[src/rtl/spi_burst_tx.sv]
// Peripheral-side burst SPI transmitter: valid/ready words shifted out MSB slice first over LINES data lines.
// Optional per-line even-parity beat after each word when SPI_TX_PARITY_EN is defined.
module spi_burst_tx #(
    parameter int DATA_WIDTH  = 8,
    parameter int LINES       = 4,
    parameter int DCLK_PERIOD = 100,
    parameter int CS_GAP      = 2
) (
    input  logic                  clk_in,
    input  logic                  rst_n_in,
    input  logic [DATA_WIDTH-1:0] data_in,
    input  logic                  last_in,
    input  logic                  valid_in,
    output logic                  ready_out,
    output logic [LINES-1:0]      chip_data_out,
    output logic                  chip_clk_out,
    output logic                  chip_sel_out,
    output logic                  frame_last_out,
    output logic                  done_out,
    output logic                  busy_out
);

    localparam int BEATS = DATA_WIDTH / LINES;
    localparam int HALF  = DCLK_PERIOD / 2;
    localparam int CW    = (HALF > 1) ? $clog2(HALF) : 1;
    localparam int BW    = $clog2(BEATS + 1);
    localparam int GW    = (CS_GAP > 1) ? $clog2(CS_GAP) : 1;
`ifdef SPI_TX_PARITY_EN
    localparam int LAST_BEAT = BEATS;
`else
    localparam int LAST_BEAT = BEATS - 1;
`endif

    localparam logic [CW-1:0] HALF_END = CW'(HALF - 1);
    localparam logic [BW-1:0] DATA_END = BW'(BEATS - 1);
    localparam logic [BW-1:0] WORD_END = BW'(LAST_BEAT);
    localparam logic [GW-1:0] GAP_END  = GW'(CS_GAP - 1);

    typedef enum logic [1:0] {
        IDLE,
        SHIFT,
        GAP
    } state_t;

    state_t                  state_reg, state_next;
    logic [DATA_WIDTH-1:0]   shift_reg, shift_next;
    logic [DATA_WIDTH-1:0]   hold_reg, hold_next;
    logic                    hold_last_reg, hold_last_next;
    logic                    hold_valid_reg, hold_valid_next;
    logic                    cur_last_reg, cur_last_next;
    logic [CW-1:0]           clk_count_reg, clk_count_next;
    logic [BW-1:0]           beat_reg, beat_next;
    logic [GW-1:0]           gap_count_reg, gap_count_next;
    logic                    dclk_reg, dclk_next;
    logic                    cs_reg, cs_next;
    logic [LINES-1:0]        data_reg, data_next;
    logic                    frame_last_reg, frame_last_next;
    logic                    done_reg, done_next;
`ifdef SPI_TX_PARITY_EN
    logic [LINES-1:0]        parity_reg, parity_next;
`endif

    logic                    accept;
    logic                    load_en;
    logic [DATA_WIDTH-1:0]   load_word;
    logic                    load_last;

    assign accept         = valid_in && !hold_valid_reg;
    assign ready_out      = !hold_valid_reg;
    assign chip_data_out  = data_reg;
    assign chip_clk_out   = dclk_reg;
    assign chip_sel_out   = cs_reg;
    assign frame_last_out = frame_last_reg;
    assign done_out       = done_reg;
    assign busy_out       = (state_reg != IDLE);

    always_ff @(posedge clk_in) begin
        if (!rst_n_in) begin
            state_reg      <= IDLE;
            shift_reg      <= '0;
            hold_reg       <= '0;
            hold_last_reg  <= 1'b0;
            hold_valid_reg <= 1'b0;
            cur_last_reg   <= 1'b0;
            clk_count_reg  <= '0;
            beat_reg       <= '0;
            gap_count_reg  <= GAP_END;
            dclk_reg       <= 1'b0;
            cs_reg         <= 1'b1;
            data_reg       <= '0;
            frame_last_reg <= 1'b0;
            done_reg       <= 1'b0;
`ifdef SPI_TX_PARITY_EN
            parity_reg     <= '0;
`endif
        end else begin
            state_reg      <= state_next;
            shift_reg      <= shift_next;
            hold_reg       <= hold_next;
            hold_last_reg  <= hold_last_next;
            hold_valid_reg <= hold_valid_next;
            cur_last_reg   <= cur_last_next;
            clk_count_reg  <= clk_count_next;
            beat_reg       <= beat_next;
            gap_count_reg  <= gap_count_next;
            dclk_reg       <= dclk_next;
            cs_reg         <= cs_next;
            data_reg       <= data_next;
            frame_last_reg <= frame_last_next;
            done_reg       <= done_next;
`ifdef SPI_TX_PARITY_EN
            parity_reg     <= parity_next;
`endif
        end
    end

    always_comb begin
        state_next      = state_reg;
        shift_next      = shift_reg;
        hold_next       = hold_reg;
        hold_last_next  = hold_last_reg;
        hold_valid_next = hold_valid_reg;
        cur_last_next   = cur_last_reg;
        clk_count_next  = clk_count_reg;
        beat_next       = beat_reg;
        gap_count_next  = gap_count_reg;
        dclk_next       = dclk_reg;
        cs_next         = cs_reg;
        data_next       = data_reg;
        frame_last_next = frame_last_reg;
        done_next       = 1'b0;
        load_en         = 1'b0;
        load_word       = hold_reg;
        load_last       = hold_last_reg;
`ifdef SPI_TX_PARITY_EN
        parity_next     = parity_reg;
`endif

        case (state_reg)
            IDLE: begin
                // The gap counter keeps running while idle so a quick restart still honours CS_GAP.
                if (gap_count_reg != GAP_END) begin
                    gap_count_next = gap_count_reg + 1'b1;
                end
                if (accept) begin
                    if (gap_count_reg == GAP_END) begin
                        load_en   = 1'b1;
                        load_word = data_in;
                        load_last = last_in;
                    end else begin
                        hold_next       = data_in;
                        hold_last_next  = last_in;
                        hold_valid_next = 1'b1;
                        state_next      = GAP;
                    end
                end
            end

            SHIFT: begin
                if (accept) begin
                    hold_next       = data_in;
                    hold_last_next  = last_in;
                    hold_valid_next = 1'b1;
                end
                if (clk_count_reg != HALF_END) begin
                    clk_count_next = clk_count_reg + 1'b1;
                end else begin
                    clk_count_next = '0;
                    if (!dclk_reg) begin
                        dclk_next = 1'b1;
                    end else begin
                        dclk_next = 1'b0;
                        if (beat_reg != WORD_END) begin
                            beat_next = beat_reg + 1'b1;
`ifdef SPI_TX_PARITY_EN
                            if (beat_reg == DATA_END) begin
                                data_next = parity_reg;
                            end else begin
                                data_next   = shift_reg[DATA_WIDTH-1 -: LINES];
                                shift_next  = shift_reg << LINES;
                                parity_next = parity_reg ^ shift_reg[DATA_WIDTH-1 -: LINES];
                            end
`else
                            data_next  = shift_reg[DATA_WIDTH-1 -: LINES];
                            shift_next = shift_reg << LINES;
`endif
                        end else if (!cur_last_reg && hold_valid_reg) begin
                            load_en         = 1'b1;
                            hold_valid_next = 1'b0;
                        end else if (!cur_last_reg && valid_in) begin
                            // Hold is empty, so the word offered this cycle goes straight to the shifter.
                            load_en         = 1'b1;
                            load_word       = data_in;
                            load_last       = last_in;
                            hold_valid_next = 1'b0;
                        end else begin
                            cs_next         = 1'b1;
                            data_next       = '0;
                            frame_last_next = 1'b0;
                            done_next       = 1'b1;
                            beat_next       = '0;
                            gap_count_next  = '0;
                            state_next      = (hold_valid_reg || accept) ? GAP : IDLE;
                        end
                    end
                end
            end

            GAP: begin
                if (accept) begin
                    hold_next       = data_in;
                    hold_last_next  = last_in;
                    hold_valid_next = 1'b1;
                end
                if (gap_count_reg == GAP_END) begin
                    load_en         = 1'b1;
                    hold_valid_next = 1'b0;
                end else begin
                    gap_count_next = gap_count_reg + 1'b1;
                end
            end

            default: begin
                state_next = IDLE;
            end
        endcase

        // Common word start: first slice is driven with CS falling, DCLK low.
        if (load_en) begin
            state_next      = SHIFT;
            shift_next      = load_word << LINES;
            data_next       = load_word[DATA_WIDTH-1 -: LINES];
            clk_count_next  = '0;
            beat_next       = '0;
            dclk_next       = 1'b0;
            cs_next         = 1'b0;
            frame_last_next = load_last;
            cur_last_next   = load_last;
`ifdef SPI_TX_PARITY_EN
            parity_next     = load_word[DATA_WIDTH-1 -: LINES];
`endif
        end
    end

endmodule

[config.mk]
export PLATFORM = sky130hd
export DESIGN_NAME = spi_burst_tx
export DESIGN_NICKNAME = d
export VERILOG_FILES = /design/src/rtl/spi_burst_tx.sv
export SDC_FILE = /design/constraint.sdc
export NUM_CORES = 1
export LEC_CHECK = 0
export CORE_ASPECT_RATIO = 1.25
export CORE_UTILIZATION = 50
export DETAILED_ROUTE_END_ITERATION = 10
export GPL_TIMING_DRIVEN = 1
export PLACE_DENSITY = 0.74
export SLEW_MARGIN = 10
export SYNTH_ARGS = -nofsm -noshare
export SYNTH_HDL_FRONTEND = slang
export SYNTH_SLANG_ARGS = --single-unit
[constraint.sdc]
create_clock -name clk_in -period 3.26 [get_ports clk_in]
set_input_delay 0.978 -clock clk_in [delete_from_list [all_inputs] [get_ports clk_in]]
set_output_delay 0.978 -clock clk_in [all_outputs]
set_load 0.1 [all_outputs]
* Word-level counts from Yosys, hierarchy flattened
Index checks and enable logic that the tools add are counted.
W data, S select, Z words.
** Storage, ports and cells
- Bits in registers :: 34
- Output and inout bits :: 10
** Cells by class
- Add/sub/neg operators :: 3
- Equal/unequal tests :: 28
- Mux-type cells :: 86
- Bitwise operators :: 5
- Reductions and logical operators :: 28
** Operator list (number)
- $mux W8 :: 15
- $mux W1 :: 44
- $pmux W8 S2 :: 2
- $mux W4 :: 7
- $ne A2 B2 Y1 const B :: 14
- $ne A3 B3 Y1 const B :: 9
- $mux W2 :: 11
- $reduce_and A8 Y1 :: 2
- $reduce_and A6 Y1 :: 2
- $reduce_bool A2 Y1 :: 6
- $reduce_and A5 Y1 :: 2
- $reduce_and A4 Y1 :: 2
- $add A6 B1 Y6 const B :: 1
- $mux W6 :: 1
- $ne A6 B6 Y1 const B :: 1
- $pmux W1 S2 :: 3
- $pmux W1 S3 :: 2
- $pmux W2 S3 :: 1
- $reduce_or A2 Y1 :: 3
- $reduce_or A6 Y1 :: 1
- $not A1 Y1 :: 5
- $ne A2 B1 Y1 const B :: 2
- $logic_and A1 B1 Y1 :: 3
- $reduce_and A3 Y1 :: 1
- 9 further kinds :: 10

* Longest topological paths before layout
- Depth in word-level cells :: 11
- Depth in mapped cells :: 8

* Worst setup path before layout
OpenSTA, ideal clock, no wires.
- Kind :: register to register
- Start :: register dclk_reg (netlist: chip_clk_out)
- End :: register frame_last_reg (netlist: frame_last_out)
- Library setup time :: 0.116 ns
- Arrival :: 2.466 ns
- Required time :: 3.144 ns
- Slack :: 0.679 ns
- Cell stages (with the launch flop) :: 7
- Clock period less this slack :: 2.581 ns
- Cell sequence :: dfxtp_1 and4b_1 a31oi_1 or3_1 buf_1 a221o_1 and3_1
** On the way
- Longest elaborated chain between the ends :: 5
- Elaborated cells between the ends (all ways) :: 14
- Classes of those cells :: eq/ne (4); mux (7); reduce/logical (3)
** RTL lines
- start: declaration :: line 54 : logic dclk_reg, dclk_next;
- start signal: assignment :: line 106 : dclk_reg <= dclk_next;
- $mux W1 :: line 169 : if (!dclk_reg) begin
- $mux W1 :: line 165 : if (clk_count_reg != HALF_END) begin
- $pmux W1 S3 :: line 139 : case (state_reg)
- $ne A2 B2 Y1 (no source line) / $reduce_bool A2 Y1 (equally long branches)
- $reduce_and A6 Y1 (no source line)
- end signal: assignment :: line 109 : frame_last_reg <= frame_last_next;
- end: declaration :: line 57 : logic frame_last_reg, frame_last_next;
Several ways; a longest one is shown, not always the timed one.
A chain may end at the register's enable or synchronous reset.

* Worst setup path after layout
- Start :: input port valid_in
- End :: register frame_last_reg (netlist: frame_last_out)
** On the way
- Longest elaborated chain between the ends :: 9
- Elaborated cells between the ends (all ways) :: 24
- Classes of those cells :: eq/ne (4); mux (15); reduce/logical (5)
** RTL lines
- start: declaration :: line 13 : input logic valid_in,
- $logic_and A1 B1 Y1 :: line 190 : end else if (!cur_last_reg && valid_in) begin
- $mux W1 :: line 190
- $mux W1 :: line 187 : end else if (!cur_last_reg && hold_valid_reg) begin
- $mux W1 :: line 173 : if (beat_reg != WORD_END) begin
- $mux W1 :: line 169
- $mux W1 :: line 165
- $pmux W1 S3 :: line 139
- $ne A2 B2 Y1 (no source line) / $reduce_bool A2 Y1 (equally long branches)
- $reduce_and A6 Y1 (no source line)
Several ways; a longest one is shown, not always the timed one.

==> reports/qor.yml <==
p_seq_share_pct: 34.4
min_from: "beat_reg[1]$_SDFFE_PP0P_"
hold_violations: 0
syn_inst: 181
setup_viol: 0
syn_area_per_cell_um2: 9.152
largest_reg_flops: 8
synth-compound-area-share_pct: 20.17
end_kind: "register"
whs_ns: 0.5038
period_share_pct: 84.13
gp_congestion: 0.8397
diodes: 0
powerDensity_nw_per_um2: 776.8
synth_seq_cells: 34
hpwl_um: 2832
ys_dominant_reg_cell: "dfxtp_1"
synthTopCellsByCount: "dfxtp_1, nor2_1, nand2_1, mux2i_1, nor2b_1"
critPathLaunchType: "primary input"
critPathBufInv: 1
port_buffers: 21
die_area_um2: 3549
cts_tree: "built"
post_cts_resized: 0
status: "finished clean"
crit_start: "valid_in"
hold_class: "register to register"
die_x_um: 53.49
track_usage_pct: 24.39
p_switching_uw: 679.5
yosys.area.top_type: "dfxtp_1"
yosysSeqAreaShare_pct: 41.09
io_pins: 22
syn-num-nets: 199
cap_violations: 0
tns_ns: 0
synth_edf_count: 0
path_cells: "clkdlybuf4s50_1, o21bai_1, or3_1, o31a_1, a221o_1, and3_1"
wl_per_cell_um: 15.61
cell_internal_pwr_uw: 866.8
synth_mux_area_share_pct: 6.647
clk_latency_ns: 0.29
grt_max_degree: 15
slew_headroom_pct: 58.61
fmax_ghz: 0.3646
drive_gt1_share_pct: 12.92
fp.dieH_um: 66.36
synth_area_um2: 1657
syn_to_final_growth_pct: 20.17
crit_required_ns: 3.44
worstReg2RegStart: "state_reg[1]$_SDFFE_PP0P_"
path_class: "primary input to register"
synth-xor-area-share_pct: 2.644
vias_per_cell: 5.988
globalRouteOverflowTotal: 0
cts_inserted_buffers: 5
pre_cts_ws_ns: 0.2318
drtIter0Drc: 49
r2r_end: "frame_last_out$_SDFFE_PN0P_"
drt-total-wl_um: 3840
worst_path_largest_cell_delay_ns: 0.56
post_cts_buffers: 0
swShare_pct: 43.94
ys_async_sr_fraction_pct: 0
path_max_fanout: 7
ant_nets: 0
dr_total_vias: 1473
synth_top_family_by_area: "simple AND/OR/NAND/NOR gates"
core_area_um2: 3194
start_util_pct: 51.86
grt_pass1_wl_um: 6189
utilization_pct: 62.32
clock-root-buffer: "clkbuf_8"
synth.distinct_cells: 42
drv_slew: 0
cts_max_level: 2
clk_pin_slew_ns: 0.07
yosys.cell_count.top_type: "dfxtp_1"
antenna_found_initial: 0
critPathTopFamily: "compound AO/OA/AOI/OAI gates"
min_period_ns: 2.743
worst_pin_slew_ns: 0.6202
grt_pass1_vias: 1359
peakVddDrop_uv: 499.9
p_comb_share_pct: 44.3
postCtsHoldBufs: 0
clkPwrFrac_pct: 21.3
fin_nets: 226
cts_sinks: 34
fin_ws_ns: 0.5175
timing.hold.worst_endpoint: "beat_reg[1]$_SDFFE_PP0P_"
r2r_slack_ns: 0.84
synth_top_area_share_pct: 41.09
hold_path_depth: 2
dp_cells: 238
skew_ns: 0.002996
arrival_ns: 2.92
rows: 23
yosys.area_share.simple_pct: 21.98
p_leak_uw: 0.0007692
rsz0062_at_grt: "false"
drc: 0
cts.path.max_buffers: 2
worst_path_max_delay_cell: "clkdlybuf4s50_1"
instances_no_fill: 246
synthAdderAreaFrac_pct: 4.532
synth_area_leaders: "dfxtp_1, mux2i_1, ha_1, nor2b_1, a22oi_1"
dr.pass1.iters: 4
yosys_warnings: 0
rr_worst_depth: 7
-- worst max-delay path by stage --
stage,end,cells past startpoint
2_1_floorplan,frame_last_out$_SDFFE_PN0P_,6
3_3_place_gp,frame_last_out$_SDFFE_PN0P_,6
3_5_place_dp,frame_last_out$_SDFFE_PN0P_,6
4_1_cts,frame_last_out$_SDFFE_PN0P_,6
5_1_grt,frame_last_out$_SDFFE_PN0P_,6
6_report,frame_last_out$_SDFFE_PN0P_,6
-- cell usage in the layout, fill, tap and decap left out, types with 3 or more instances in the layout --
master and n:
dfxtp_1 34, nor2_1 14, nand2_1 13, buf_4 13
nor2b_1 11, mux2i_1 11, clkdlybuf4s50_1 11, inv_1 9
a21oi_1 8, a22oi_1 8, ha_1 6, clkbuf_8 6
nor3_1 5, o21ai_0 5, and3_1 4, a221oi_1 4
nor3b_1 4, o22ai_1 4, a31oi_1 3, nand4_1 3
nand3_1 3, xor2_1 3
-- layout make-up --
class	instances	area [um^2]
fillers	272	1204
inverters	9	33.78
flip-flops and latches	34	680.7
clock inverters	2	12.51
multi-input cells	134	927.1
well taps	37	46.29
repair buffers	24	207.7
clock buffers	6	82.58
-- cell families (layout without fill, tap and decap cells) --
group,Yosys count,after routing
mux,11,11
xor+xnor,5,5
flops,34,34
fa+ha+maj,6,6
simple gates,67,67
buf+inv,13,41
compound gates,45,45
-- per-stage QoR --
step                power [uW]  instance area, um^2
floorplan                 1050                 1657
global placement          1198                 1896
detailed placement        1215                 1896
CTS                       1543                 1991
global route              1620                 1991
finish                    1546                 1991
-- per-layer routing --
| metal | wire length [um] | part of all wire [%] | GRT usage, % | vias up |
|---|---|---|---|---|
| met5 | 0 | 0 | 0 | - |
| met4 | 58 | 1.5 | 8.882 | 0 |
| met3 | 175 | 4.6 | 7.586 | 10 |
| met2 | 1920 | 50 | 41.09 | 45 |
| met1 | 1685 | 44 | 28.15 | 701 |
| li1 | - | - | - | 717 |
-- worst register-to-register path, stage by stage (launching register included) --
cell and delay [ns]:
dfxtp_1 0.39, inv_1 0.08, ha_1 0.33, inv_1 0.27
a31oi_1 0.09, or3_1 0.53, a221o_1 0.44, and3_1 0.18
-- power groups by stage --
stage | registers (uW) | logic, uW | clock network (uW)
floorplan | 664 | 386 | 0
global placement | 534 | 663 | 0
detailed placement | 538 | 678 | 0
CTS | 529 | 681 | 332
global route | 537 | 731 | 351
finish | 531 | 686 | 329
Power figures use the tool's default switching activity.
